<file path="src/rtl/cpu_pkg.sv">
// cpu_pkg: shared fetch-path constants and the default-width queue entry shape.
package cpu_pkg;
  localparam int CPU_DATA_W = 32;
  localparam int CPU_PC_W   = 32;
  localparam int CPU_EXC_W  = 5;
  localparam logic [CPU_EXC_W-1:0] EXC_NONE = 5'd0;
  localparam logic [CPU_EXC_W-1:0] EXC_ADEL = 5'd4;
  localparam logic [CPU_PC_W-1:0]  BUBBLE_PC = '1;
  typedef struct packed {
    logic [CPU_DATA_W-1:0] data;
    logic [CPU_PC_W-1:0]   pc;
    logic [CPU_EXC_W-1:0]  exc;
  } fetch_entry_t;
endpackage

</file>
<file path="src/rtl/fdq_ptr.sv">
// fdq_ptr: modulo-DEPTH wrap-around pointer with increment enable and synchronous clear.
module fdq_ptr #(
  parameter int DEPTH = 2,
  localparam int W = $clog2(DEPTH)
) (
  input  logic         clk,
  input  logic         reset_n,
  input  logic         i_clr,
  input  logic         i_inc,
  output logic [W-1:0] o_ptr
);
  logic [W-1:0] r_ptr;
  always_ff @(posedge clk or negedge reset_n)
    if (!reset_n) r_ptr <= '0;
    else if (i_clr) r_ptr <= '0;
    else if (i_inc) r_ptr <= (r_ptr == W'(DEPTH - 1)) ? '0 : r_ptr + W'(1);
  assign o_ptr = r_ptr;
endmodule

</file>
<file path="src/rtl/fetch_decode_queue.sv">
// fetch_decode_queue: DEPTH-entry circular buffer between fetch and decode with
// valid/ready on both sides, synchronous flush and branch-delay-slot tracking.
module fetch_decode_queue #(
  parameter int DATA_W = 32,
  parameter int PC_W   = 32,
  parameter int EXC_W  = 5,
  parameter int DEPTH  = 2,
  parameter logic [PC_W-1:0]  BUBBLE_PC = '1,
  parameter logic [EXC_W-1:0] EXC_ADEL  = EXC_W'(cpu_pkg::EXC_ADEL)
) (
  input  logic              clk,
  input  logic              reset_n,
  input  logic              flush,
  input  logic              in_valid,
  output logic              in_ready,
  input  logic [DATA_W-1:0] in_data,
  input  logic [PC_W-1:0]   in_pc,
  input  logic              in_pc_err,
  output logic              out_valid,
  input  logic              out_ready,
  output logic [DATA_W-1:0] out_data,
  output logic [PC_W-1:0]   out_pc,
  output logic [EXC_W-1:0]  out_exc,
  output logic              out_bd,
  input  logic              dn_is_cti
);
  import cpu_pkg::*;
  localparam int PW = $clog2(DEPTH);
  localparam int CW = $clog2(DEPTH + 1);
  typedef struct packed {
    logic [DATA_W-1:0] data;
    logic [PC_W-1:0]   pc;
    logic [EXC_W-1:0]  exc;
  } entry_t;
  entry_t        r_mem [DEPTH];
  logic [CW-1:0] r_count;
  logic          r_last_cti;
  logic [PW-1:0] w_rd, w_wr;
  logic          w_push, w_pop;
  entry_t        w_head;
  assign in_ready  = r_count != CW'(DEPTH);
  assign out_valid = r_count != '0;
  assign w_push    = in_valid & in_ready & ~flush;
  assign w_pop     = out_valid & out_ready & ~flush;
  fdq_ptr #(.DEPTH(DEPTH)) u_rd_ptr (.clk(clk), .reset_n(reset_n), .i_clr(flush), .i_inc(w_pop), .o_ptr(w_rd));
  fdq_ptr #(.DEPTH(DEPTH)) u_wr_ptr (.clk(clk), .reset_n(reset_n), .i_clr(flush), .i_inc(w_push), .o_ptr(w_wr));
  always_ff @(posedge clk or negedge reset_n)
    if (!reset_n) begin
      r_count    <= '0;
      r_last_cti <= 1'b0;
    end else if (flush) begin
      r_count    <= '0;
      r_last_cti <= 1'b0;
    end else begin
      r_count <= r_count + CW'(w_push) - CW'(w_pop);
      if (w_pop) r_last_cti <= dn_is_cti;
    end
  // Storage is left unreset; every read is masked by out_valid below.
  always_ff @(posedge clk)
    if (w_push) r_mem[w_wr] <= '{data: in_data, pc: in_pc, exc: in_pc_err ? EXC_ADEL : EXC_W'(EXC_NONE)};
  assign w_head   = r_mem[w_rd];
  assign out_data = out_valid ? w_head.data : '0;
  assign out_pc   = out_valid ? w_head.pc : BUBBLE_PC;
  assign out_exc  = out_valid ? w_head.exc : '0;
  assign out_bd   = out_valid & r_last_cti;
endmodule

</file>
<file path="config.mk">
export PLATFORM = sky130hd
export DESIGN_NAME = fetch_decode_queue
export DESIGN_NICKNAME = d
export VERILOG_FILES = /design/src/rtl/cpu_pkg.sv /design/src/rtl/fdq_ptr.sv /design/src/rtl/fetch_decode_queue.sv
export SDC_FILE = /design/constraint.sdc
export NUM_CORES = 1
export LEC_CHECK = 0
export ABC_AREA = 1
export CAP_MARGIN = 20
export CORE_ASPECT_RATIO = 1.4
export CORE_MARGIN = 3
export CORE_UTILIZATION = 44
export DETAILED_ROUTE_END_ITERATION = 10
export PLACE_DENSITY = 0.76
export SLEW_MARGIN = 5
export SYNTH_ARGS = -nofsm -noshare
export SYNTH_HDL_FRONTEND = slang
export SYNTH_SLANG_ARGS = --single-unit
</file>
<file path="constraint.sdc">
create_clock -name clk -period 3.71 [get_ports clk]
set_input_delay 0.742 -clock clk [delete_from_list [all_inputs] [get_ports clk]]
set_output_delay 0.742 -clock clk [all_outputs]
set_load 0.02 [all_outputs]
</file>
### After elaboration in Yosys (flattened, before gate mapping)

Memory sizes are Yosys's and may differ from the RTL's.
Cells that the tools add are included.

* bitwise gates (word level): 6
* equal/unequal tests: 1
* muxes and demuxes: 15
* add/sub/neg operators: 4
* reduce and logical (&&, ||, !) cells: 3

Operator list (count)
* $mux 32: 2
* $mux 1: 10
* $reduce_bool 2->1: 3
* $and 1x1->1: 5
* $mux 5: 1
* $mux 3: 1
* $add 1x1->1 const B: 2
* $add 2x1->2: 1
* $mux 2: 1
* $ne 2x2->1 const B: 1
* $sub 2x1->2: 1
* $not 1->1: 1

* register bits: 5
* bits in writable memories: 134
* memories kept: 1
* output and inout port bits: 72
* logic and storage cells: 34

Memory list
* r_mem: depth 2, width 67, read ports 1, clocked after memory_dff 0, write ports 1, RTL line fetch_decode_queue.sv:35 `entry_t r_mem [DEPTH];`

### Logic depth before layout (Yosys ltp)

* depth in word-level cells: 6
* gate-level depth with buffers: 10
* gate-level depth less buffers: 10

### By module

Synthesis repeated with hierarchy kept, for this count alone.

* cell total of the unflattened synthesis: 396
* area, all modules: 5205.0 sq um

Modules (own cells, without submodules)
* fetch_decode_queue: cells each 384, area an instance 5117.4 sq um, sequential area each 3978.8 sq um, times used 1
* fdq_ptr: cells each 6, area an instance 43.8 sq um, sequential area each 25.0 sq um, times used 2

### Worst setup path before layout

No wires, ideal clock.

* path type: input to register
* from: input in_valid
* to: memory r_mem[1][10] in the netlist's numbering, enable pin
* slack: -0.489 ns
* required time: 3.222 ns
* arrival: 3.711 ns
* stages: 3
* setup time: 0.488 ns
* path buffers: 0
* path through: a21boi_1 -> nand2_1 -> nor2_1

* cells in the longest elaborated chain, start to end: 4

RTL lines
* start: declaration: RTL line fetch_decode_queue.sv:14 `input logic in_valid,`
* $and 1x1->1 (2 in a row): RTL line fetch_decode_queue.sv:43 `assign w_push = in_valid & in_ready & ~flush;`
* $mux 1 (2 in a row): RTL line fetch_decode_queue.sv:60 `if (w_push) r_mem[w_wr] <= '{data: in_data, pc: in_pc, exc: in_pc_err ? EXC_ADEL : EXC_W'(EXC_NONE)};`
* end: declaration: RTL line fetch_decode_queue.sv:35

Every way passes these cells.

### Worst setup path after layout

* from: register r_count[1]
* to: output out_data[1]

* cells in the longest elaborated chain, start to end: 2

RTL lines
* start: declaration: RTL line fetch_decode_queue.sv:36 `logic [CW-1:0] r_count;`
* start signal: assignment: RTL line fetch_decode_queue.sv:55 `r_count <= r_count + CW'(w_push) - CW'(w_pop);`
* $reduce_bool 2->1: RTL line fetch_decode_queue.sv:42 `assign out_valid = r_count != '0;`
* $mux 32: RTL line fetch_decode_queue.sv:62 `assign out_data = out_valid ? w_head.data : '0;`
* end: declaration: RTL line fetch_decode_queue.sv:21 `output logic [DATA_W-1:0] out_data,`

Every way passes these cells.

==> flow_summary.yaml <==
status:
  outcome: "finished, final reports clean"
setup_path:
  critPathCaptureType: "output pin"
  rr_endpoint: "r_count[1]$_DFF_PN0_"
  rrSetupSlack_ps: 1860
  r2r_cells: 10
  cp_cell_sequence: "inv_2 > nand2_4 > inv_2 > a21oi_1 > clkdlybuf4s50_1"
  cp-start-kind: "flip-flop"
  cp.required_ps: 2970
  critical_path_class: "flip-flop to output pin"
  worstPathMaxFanout: 37
  worst_path_largest_cell_delay_ps: 720
  r2r_start: "r_count[1]$_DFF_PN0_"
  worstPathArrival_ps: 2600
  crit_path_frequent_cell: "inv_2"
  slowest_stage: "inv_2"
global_routing:
  grt_use_total: 0.172
  grt_pass1_wl_mm: 17.7
  gr-total-overflow: 0
  grt_pass1_vias: 3570
  antenna_found_initial: 0
  grt_start_max_net_pins: 67
hold_path:
  hp-class: "flip-flop to flip-flop"
  holdPathEnd: "r_last_cti$_DFFE_PN0P_"
  hold_depth: 2
  hold_start: "r_last_cti$_DFFE_PN0P_"
timing:
  finalHoldWorstSlack_ps: 499
  tightest_slew_ps: 862
  setup_viol: 0
  slew_violations: 0
  slew_headroom: 0.426
  hold_viol: 0
  tns_ps: 0
  rsz0062_at_grt: "false"
  fin_crit_sh: 0.900
  fmax_ghz: 0.299
  skew_ps: 8.85
  period_needed_ps: 3340
synth:
  synth_top_family_by_area: "simple AND/OR/NAND/NOR gates"
  synthTopCellsByArea: "edfxtp_1 (73%), nand2_1 (9.1%), a21oi_2 (4.8%)"
  netlist_area_um2: 5330
  async_flop_share: 0.0370
  synth_cells: 392
  yosysTopAreaCellShare: 0.733
  synth_xor_area_frac: 0
  synth_top_area_cell: "edfxtp_1"
  synth-simple-area-share: 0.145
  ys.flop_type: "edfxtp_1"
  synth_warnings: 0
  yosys_register_bits: 135
  synthMuxAreaShare: 0
  synth_edf_count: 130
  synth_compound_area_frac: 0.0547
  ys_seq_area_frac: 0.756
  ys_types: 20
  synthAdderAreaFrac: 0.00470
  syn_avg_cell_area_um2: 13.6
  synth_common_cells: "edfxtp_1 (130), nand2_1 (129), nand3_1 (35)"
  synth.most_common_cell: "edfxtp_1"
clock_network:
  cts_setup_buffers: 0
  cts_buffers: 17
  clk_pin_slew_ps: 50
  clkSinkCount: 135
  htreeDepth: 4
  clock_latency_ps: 400
  cts_tree: "built"
  cts_root_buf: "clkbuf_16"
  cts_resized: 0
  clockBufferDepth: 2
  holdBufCountCts: 0
drt:
  wl_mm: 11.3
  drt-initial-drc-count: 139
  drc: 0
  viasPerCell: 5.01
  drt-wirelength-per-cell_um: 16.4
  first_pass_iters: 4
  vias: 3451
  drtAntennaViolNets: 0
cells_and_area:
  diodes: 0
  nets: 605
  finalInstanceArea_um2: 7380
  n_fill_cell: 856
  regArea_um2: 4030
  area_growth_pct: 38.6
  drive_gt1_frac: 0.139
  multi_input_area_um2: 1110
floorplan:
  ios: 143
  die_w_um: 99
  die_y_um: 136
  dieArea_um2: 13500
  initial_core_util: 0.461
  row_count: 46
  core-area_um2: 11600
placed_design:
  port_buffers: 138
  dpl-instance-area_um2: 6810
  dp_hpwl_mm: 7.02
  place.gp.congestion: 0.725
power_and_ir_drop:
  p_total_mw: 4.33
  vdd_drop_max_mv: 0.340
  p_leak_nw: 2.59
  cellPowerDensity_nw_per_um2: 587
run:
  cap_violations: 0
final cells by class:
| type | count | area share |
|---|---|---|
| Tap cell | 144 | 0.0244 |
| Inverter | 11 | 0.00559 |
| Clock inverter | 11 | 0.0178 |
| Multi-Input combinational cell | 225 | 0.150 |
| Clock buffer | 21 | 0.0597 |
| Timing Repair Buffer | 142 | 0.196 |
| Sequential cell | 135 | 0.546 |
state kept, by name, indices dropped and copies added, names as in the netlist:
name,count
r_count,2
r_last_cti,1
r_mem,130
u_rd_ptr.o_ptr,1
u_wr_ptr.o_ptr,1
layout by cell type, fill, tap and decap left out:
cell / n
nand2_2: 10
clkbuf_16: 17
nand4_1: 3
a21oi_1: 5
buf_12: 3
o21ai_0: 1
clkinv_2: 2
edfxtp_1: 130
clkbuf_1: 4
nor2_1: 4
ha_1: 2
dfrtp_2: 1
nand2_4: 1
clkinv_4: 1
inv_2: 6
nand2_1: 129
inv_1: 5
nor2_4: 1
a21boi_1: 1
conb_1: 4
bufinv_16: 3
clkinv_1: 4
clkdlybuf4s50_1: 138
dfrtp_1: 4
clkinvlp_4: 1
buf_4: 1
a21oi_2: 29
nand3_1: 35
layer usage:
metal / wire (um) / track usage
met5: 0 / 0
met4: 151 / 0.0805
met3: 629 / 0.0441
met2: 6190 / 0.305
met1: 4350 / 0.191
worst max-delay path, delay by kind of cell, from the launching register on:
kind / cells / cell delay [ps]
and+or+nand+nor: 1 / 230
DFF: 1 / 420
AOI/OAI and AO/OA: 1 / 110
buffers and inverters: 3 / 1400
power breakdown:
group | internal, mW | total [mW] | switching, mW | leakage (nW)
Clock | 1.05 | 1.61 | 0.564 | 0.275
Combinational | 0.386 | 0.941 | 0.555 | 1.06
Sequential | 1.76 | 1.78 | 0.0224 | 1.26
Total | 3.19 | 4.33 | 1.14 | 2.59
worst max path at each step:
stage,start,to
final,r_count[1]$_DFF_PN0_,out_data[1]
after global routing,r_count[1]$_DFF_PN0_,out_data[1]
after CTS,r_count[1]$_DFF_PN0_,out_data[1]
after detailed placement,r_count[1]$_DFF_PN0_,out_data[1]
after global placement,r_count[1]$_DFF_PN0_,out_bd
after floorplan,in_valid,r_mem[1][10]$_DFFE_PP_
per-stage QoR:
| stage | setup WS [ps] | instances | util |
|---|---|---|---|
| floorplan | 597 | 395 | - |
| global placement | 833 | 657 | 0.589 |
| detailed placement | 748 | 657 | 0.589 |
| CTS | 292 | 689 | 0.638 |
| global route | 136 | 689 | 0.638 |
| finish | 370 | 689 | 0.638 |
cell families (layout without fill, tap and decap cells):
| kind of cell | after synthesis | after routing |
|---|---|---|
| AND/OR/NAND/NOR | 183 | 183 |
| buffers and inverters | 35 | 185 |
| adder cells (fa/ha/maj) | 2 | 2 |
| AO/OA/AOI/OAI | 36 | 36 |
| other | 1 | 4 |
| flip-flops | 135 | 135 |
(Power assumes the default switching activity.)
